$ cat src/rtl/icache_refill_ctrl.sv
`default_nettype none
// ============================================================================
//  Module      : icache_refill_ctrl
//  Description : Miss-handling sequencer for a direct-mapped instruction cache
//                (8 lines x 128 bits). On a lookup miss it stalls fetch,
//                reads the four words of the line from memory one beat at a
//                time, writes the assembled line into the cache, and then
//                re-runs the lookup.
//  Revision    : 1.0 - initial release
// ============================================================================
module icache_refill_ctrl #(
    parameter int ADDR_W = 32,
    parameter int BEATS  = 4,
    parameter int CNT_W  = 16
) (
    input  logic                clk,
    input  logic                reset,
    input  logic                cpu_req,
    input  logic [ADDR_W-1:0]   cpu_addr,
    input  logic                cache_hit,
    output logic                stall,
    output logic                mem_req,
    output logic [ADDR_W-1:0]   mem_addr,
    input  logic                mem_ack,
    input  logic [31:0]         mem_rdata,
    output logic                line_we,
    output logic [ADDR_W-1:0]   line_addr,
    output logic [127:0]        line_data,
    output logic [CNT_W-1:0]    miss_count
);

    typedef enum logic [1:0] {
        ST_IDLE   = 2'd0,
        ST_LOOKUP = 2'd1,
        ST_REFILL = 2'd2,
        ST_WRITE  = 2'd3
    } state_t;

    localparam logic [1:0] c_LAST_BEAT = 2'(BEATS - 1);

    state_t              r_state;
    logic [ADDR_W-1:4]   r_addr_q;
    logic [1:0]          r_beat;
    logic                r_mem_req;
    logic [ADDR_W-1:0]   r_mem_addr;
    logic                r_line_we;
    logic [ADDR_W-1:0]   r_line_addr;
    logic [127:0]        r_line_data;
    logic [CNT_W-1:0]    r_miss_count;

    // Byte offset within the line never matters: refills are whole lines.
    logic w_unused_offset;
    assign w_unused_offset = ^cpu_addr[3:0];

    // Stall follows the hit flag during lookup so hits cost no extra cycle;
    // refill and write always hold fetch.
    logic w_stall;
    always_comb begin
        w_stall = 1'b0;
        case (r_state)
            ST_LOOKUP: w_stall = ~cache_hit;
            ST_REFILL: w_stall = 1'b1;
            ST_WRITE:  w_stall = 1'b1;
            default:   w_stall = 1'b0;
        endcase
    end

    // Main sequencer: lookup, beat-by-beat refill, line write, re-lookup.
    always_ff @(posedge clk) begin
        if (reset) begin
            r_state      <= ST_IDLE;
            r_addr_q     <= '0;
            r_beat       <= 2'd0;
            r_mem_req    <= 1'b0;
            r_mem_addr   <= '0;
            r_line_we    <= 1'b0;
            r_line_addr  <= '0;
            r_line_data  <= '0;
            r_miss_count <= '0;
        end else begin
            r_line_we <= 1'b0;
            case (r_state)
                ST_IDLE: begin
                    if (cpu_req) begin
                        r_addr_q <= cpu_addr[ADDR_W-1:4];
                        r_state  <= ST_LOOKUP;
                    end
                end
                ST_LOOKUP: begin
                    if (cache_hit) begin
                        if (cpu_req) begin
                            r_addr_q <= cpu_addr[ADDR_W-1:4];
                        end else begin
                            r_state <= ST_IDLE;
                        end
                    end else begin
                        r_state    <= ST_REFILL;
                        r_beat     <= 2'd0;
                        r_mem_req  <= 1'b1;
                        r_mem_addr <= {r_addr_q, 4'b0000};
                        if (r_miss_count != {CNT_W{1'b1}}) begin
                            r_miss_count <= r_miss_count + 1'b1;
                        end
                    end
                end
                ST_REFILL: begin
                    // Request and address hold steady across any number of
                    // wait cycles; only an ack advances the beat.
                    if (mem_ack) begin
                        r_line_data[{r_beat, 5'b00000} +: 32] <= mem_rdata;
                        if (r_beat == c_LAST_BEAT) begin
                            r_mem_req   <= 1'b0;
                            r_line_we   <= 1'b1;
                            r_line_addr <= {r_addr_q, 4'b0000};
                            r_beat      <= 2'd0;
                            r_state     <= ST_WRITE;
                        end else begin
                            r_beat     <= r_beat + 2'd1;
                            r_mem_addr <= {r_addr_q, r_beat + 2'd1, 2'b00};
                        end
                    end
                end
                ST_WRITE: begin
                    // Re-lookup the same address so the fetch completes as a hit.
                    r_state <= ST_LOOKUP;
                end
                default: r_state <= ST_IDLE;
            endcase
        end
    end

    assign stall      = w_stall;
    assign mem_req    = r_mem_req;
    assign mem_addr   = r_mem_addr;
    assign line_we    = r_line_we;
    assign line_addr  = r_line_addr;
    assign line_data  = r_line_data;
    assign miss_count = r_miss_count;

endmodule
`default_nettype wire

$ cat config.mk
export PLATFORM = sky130hd
export DESIGN_NAME = icache_refill_ctrl
export DESIGN_NICKNAME = d
export VERILOG_FILES = /design/src/rtl/icache_refill_ctrl.sv
export SDC_FILE = /design/constraint.sdc
export NUM_CORES = 1
export LEC_CHECK = 0
export ABC_CLOCK_PERIOD_IN_PS = 3900
export CAP_MARGIN = 20
export CORE_MARGIN = 1
export CORE_UTILIZATION = 34
export DETAILED_ROUTE_END_ITERATION = 10
export PLACE_DENSITY = 0.6
export REMOVE_ABC_BUFFERS = 1
export SYNTH_ARGS = -nofsm -noshare
export SYNTH_HDL_FRONTEND = slang
export SYNTH_SLANG_ARGS = --single-unit
$ cat constraint.sdc
create_clock -name clk -period 3.9 [get_ports clk]
set_clock_uncertainty 0.2 [all_clocks]
set_input_delay 0.78 -clock clk [delete_from_list [all_inputs] [get_ports clk]]
set_output_delay 0.78 -clock clk [all_outputs]
set_load 0.02 [all_outputs]
### Word-level counts from Yosys, hierarchy flattened

Cells that the tools add are included.

| word-level totals | value |
|---|---|
| flip-flop bits (word level) | 238 |
| bits in latches | 0 |
| memory bits (writable) | 0 |
| ROM bits | 0 |
| input bits | 69 |
| output and inout bits | 211 |
| logic and storage cells | 66 |
| memories | 0 |

| cells by class | value |
|---|---|
| $add $sub $neg | 3 |
| $mul | 0 |
| divide/modulo/power cells | 0 |
| magnitude comparators | 0 |
| equality and inequality tests | 12 |
| shift-type cells | 2 |
| mux-type cells | 24 |
| bitwise gates (word level) | 3 |
| reduce and logical (&&, ||, !) cells | 13 |

Operators by type and width:

| kind | count |
|---|---|
| 128-bit bitwise mux | 1 |
| 32-bit by 9-bit variable shift with 128-bit output, first input constant | 1 |
| 32-bit by 9-bit variable part select with 128-bit output | 1 |
| 32-bit two-way mux | 3 |
| 32-bit one-hot mux with 2 select lines | 1 |
| 28-bit two-way mux | 2 |
| 28-bit one-hot mux with 2 select lines | 1 |
| 16-bit by 1-bit adder with 16-bit output, second input constant | 1 |
| 2-bit two-way mux | 8 |
| 16-bit != test, second input constant | 1 |
| 2-bit != test, second input constant | 6 |
| 4-bit AND reduction | 3 |
| 7-bit negation with 9-bit output | 1 |
| 3-bit AND reduction | 3 |
| 2-bit one-hot mux with 4 select lines | 1 |
| 2-bit equality test, second input constant | 3 |
| 1-bit two-way mux | 4 |
| 1-bit one-hot mux with 2 select lines | 2 |
| 2-bit one-hot mux with 2 select lines | 1 |
| 2-bit AND reduction | 2 |
| 2-bit nonzero test | 2 |
| 3-bit != test, second input constant | 1 |
| 1-bit NOT | 3 |
| 3-bit OR reduction | 1 |
| other kinds (4) | 4 |

### Longest topological paths before layout

Gate-level depths: netlist of the first run.

| depth | value |
|---|---|
| depth in word-level cells | 4 |
| depth in mapped cells | 9 |

### Worst setup path after synthesis of the first run

Ideal clock, no wire load.

| path | value |
|---|---|
| path type | input to output |
| from | in cache_hit |
| to | out stall |
| data arrival time | 1.359 ns |
| required time | 2.920 ns |
| slack | 1.561 ns |
| stages | 3 |
| buffers on the path | 0 |
| path through | and2b_1 > nor3_1 > nor2_1 |

| between the ends | value |
|---|---|
| longest elaborated chain between the ends | 2 |

Ends and longest elaborated chain:

| item | RTL line | text |
|---|---|---|
| from (decl) | 20 | `input logic cache_hit,` |
| 1-bit NOT (no source line) | -- |  |
| 1-bit one-hot mux with 2 select lines | 60 | `case (r_state)` |
| to (decl) | 21 | `output logic stall,` |

Every way passes these cells.

### Final worst setup path of the first run

| path | value |
|---|---|
| from | reg r_state[0] |
| to | out stall |

| between the ends | value |
|---|---|
| longest elaborated chain between the ends | 3 |
| elaborated cells on any way between the ends | 5 |

Ends and longest elaborated chain:

| item | RTL line | text |
|---|---|---|
| from (decl) | 41 | `state_t r_state;` |
| from (signal assigned) | 71 | `r_state <= ST_IDLE;` |
| from (signal assigned) | 86 | `r_state <= ST_LOOKUP;` |
| from (signal assigned) | 94 | `r_state <= ST_IDLE;` |
| 2-bit equality test | 60 |  |
| 2-bit OR reduction (no source line) | -- |  |
| 1-bit one-hot mux with 2 select lines * | 60 |  |

Mark *: on every way between the ends. The rest lies on a longest branch, timed or not.

==> metrics, run 1 <==
DP Worst Slack 0.586 ns; vias in the first global route 7247; Final Power 5.29 mW; worst-case reg-to-reg path depth 7; Synth Flop Type dfxtp_1; max_cap viols 0; post-CTS sizing 0; via count 7639; area of the multi-input gates 0.00357 sq mm; initial core utilization 0.350; Clock Latency Late Sink 0.52 ns; worst r2r src r_beat[0]$_SDFFE_PP0P_; FFs w/ async S/R, synth 0; n_diodes 0; most common cell after layout, fill and taps aside clkdlybuf4s50_1; crit share post-route 0.852; CTS tree built; Die ar. 0.0259 sq mm; share of cells above drive strength 1 0.0675; most frequent cells in the layout 268 x clkdlybuf4s50_1, 236 x dfxtp_1, 170 x nor2_1, 127 x a22oi_1, 122 x nand2_1; DRC Markers 0; initial antenna violation count 0; Final min period 3.32 ns; Post-synth EDFFs 0; Syn Area/Cell 9.19 sq um; post-CTS setup buffers 0; RSZ-0062 raised after global routing false; antenna violation net count after detailed routing 0; sequential area share after synthesis 0.550; Root Buffer clkbuf_16; global-route usage over all layers 0.193; Finish-stage setup viols 0; Worst Path Required 2.92 ns; first-pass GRT wire length 40.4 mm; status completed; Overflow after GRT 0; Slew headroom 0.483; Hold Buf Count CTS 0; via/cell ratio 5.01; VDD IR-drop max 0.295 mV; Global Route met2 Usage 0.304; largest net degree at the start of global routing 97; CP Capture Type primary output; area grow syn2layout 45.0%; port buffer count 269; I/O Pins 280; Final nets 1264; TritonCTS Sinks 236; hpwl dp 16.3 mm; setup ws final 0.578 ns; WP data arrival 2.34 ns; Inserted Clock Buffers 26; synthesized instance count 935; clock-pin slew on the worst setup and hold paths 0.06 ns; Layout fillers 2345; Clock Tree Buf Depth 3; GR met3 Demand/Resource 0.0839; GPL Wtd Cong 0.748; Core Area 0.0245 sq mm; hold depth 2; chip height 161 um; DR pass1 iterations 5; Fmax 301 MHz; Reg-to-Reg End line_data[77]$_SDFFE_PP0P_; DIE WIDTH 161 um; final hold vios 0; Worst Hold Class flop to flop; Initial DRC Count 537; H-tree depth 1; crit-path max FO 16; met1 Use GR 0.243; drt wl/cell 16.9 um; Fin Setup TNS 0 ns; Pwr Density 425 mW/mm^2; Synth warnings 0; FF-to-FF setup slack 1.31 ns; GRT busiest layer met2; Synth Register Bits 236; Row Count 57; Min-Delay Endpoint line_addr[19]$_SDFFE_PP0P_; Cell Area, Synth 0.00859 sq mm; Leakage Power 4.40 nW; Netlist cell types 46; HP Start line_addr[19]$_SDFFE_PP0P_; Startpoint Class flop; Final Slew Violations 0; critical path type flop to primary output; WL final 25.8 mm; worst slew pin tran 0.775 ns; register area 0.00472 sq mm
-- area by class of cell --
cell class	count	share of cell area
Tap cell	324	0.0325
Multi-Input combinational cell	623	0.286
Clock inverter	5	0.00201
Inverter	6	0.00181
Sequential cell	236	0.379
Clock buffer	41	0.0665
Timing Repair Buffer	289	0.231
-- registers in the layout, indices dropped and copies added (netlist names) --
signal      flops
mem_addr       30
mem_req         1
miss_count     16
line_data     128
r_beat          2
line_we         1
r_addr_q       28
line_addr      28
r_state         2
-- through the flow --
step / utilization / area (sq um) / hold slack [ns] / instances
after floorplan: - / 8270 / 0.239 / 865
after global placement: 0.473 / 11600 / 0.241 / 1478
after detailed placement: 0.473 / 11600 / 0.247 / 1478
after CTS: 0.508 / 12500 / 0.256 / 1524
after global routing: 0.508 / 12500 / 0.269 / 1524
final: 0.508 / 12500 / 0.252 / 1524
-- worst max-delay path by stage --
| stage | startpoint | to | slack, ns |
|---|---|---|---|
| floorplan | r_state[0]$_SDFFE_PP0P_ | line_data[32]$_SDFFE_PP0P_ | 0.01 |
| global placement | cache_hit | stall | 0.57 |
| detailed placement | cache_hit | stall | 0.59 |
| CTS | r_state[0]$_SDFFE_PP0P_ | stall | 0.54 |
| global route | r_state[0]$_SDFFE_PP0P_ | stall | 0.46 |
| finish | r_state[0]$_SDFFE_PP0P_ | stall | 0.58 |
-- metal layers --
| layer | routed length [um] | part of all wire | vias up |
|---|---|---|---|
| met2 | 11300 | 0.44 | 279 |
| met5 | 0 | 0 | - |
| li1 | - | - | 3715 |
| met4 | 376 | 0.015 | 0 |
| met3 | 2940 | 0.11 | 30 |
| met1 | 11200 | 0.43 | 3615 |
-- Yosys cell counts, types with 5 or more instances --
cell type,count,share of area
ha_1,13,0.019
a21oi_1,71,0.041
a22oi_1,127,0.11
o21ai_0,7,0.0041
nor3_1,6,0.0035
clkbuf_1,43,0.019
buf_4,9,0.0079
nor2_1,170,0.074
nand3_1,10,0.0058
buf_2,23,0.013
dfxtp_1,236,0.55
o31ai_1,5,0.0044
mux2i_1,31,0.036
or4_1,5,0.0044
inv_1,6,0.0026
nand2_1,122,0.053
-- power breakdown --
| part | internal [mW] | leakage, nW | switching [mW] |
|---|---|---|---|
| Sequential | 2.46 | 1.91 | 0.0320 |
| Clock | 1.44 | 0.429 | 0.963 |
| Combinational | 0.170 | 2.07 | 0.224 |
| Total | 4.07 | 4.40 | 1.22 |
-- logic make-up (layout without fill, tap and decap cells) --
group,count (synthesis),in the layout,share of synthesized area
simple gates,352,352,0.178
flops,236,236,0.550
compound gates,217,217,0.169
buf+inv,81,341,0.0427
mux,34,34,0.0400
fa+ha+maj,13,13,0.0189
other cells,1,6,0.000436
xor+xnor,1,1,0.00102
-- worst max-delay path, cell delays in order, from the launching register on --
cell and delay (ns):
dfxtp_1 0.35, inv_1 0.12, ha_1 0.50, nor3_1 0.12, nor2_1 0.11, clkdlybuf4s50_1 0.61
No activity file was read; power rests on OpenSTA's default activity.
==> inputs of run 2 (changes only) <==
--- a/config.mk
+++ b/config.mk
@@ -12,6 +12,7 @@
 export DETAILED_ROUTE_END_ITERATION = 10
 export PLACE_DENSITY = 0.6
 export REMOVE_ABC_BUFFERS = 1
+export SKIP_LAST_GASP = 1
 export SYNTH_ARGS = -nofsm -noshare
 export SYNTH_HDL_FRONTEND = slang
 export SYNTH_SLANG_ARGS = --single-unit
==> results of run 2 <==
Same layout as run 1: the final DEF is identical, and so are final timing and power.
==> inputs of run 3 (changes only) <==
--- a/config.mk
+++ b/config.mk
@@ -5,7 +5,6 @@
 export SDC_FILE = /design/constraint.sdc
 export NUM_CORES = 1
 export LEC_CHECK = 0
-export ABC_CLOCK_PERIOD_IN_PS = 3900
 export CAP_MARGIN = 20
 export CORE_MARGIN = 1
 export CORE_UTILIZATION = 34
==> results of run 3 <==
Same layout as run 1: the final DEF is identical, and so are final timing and power.
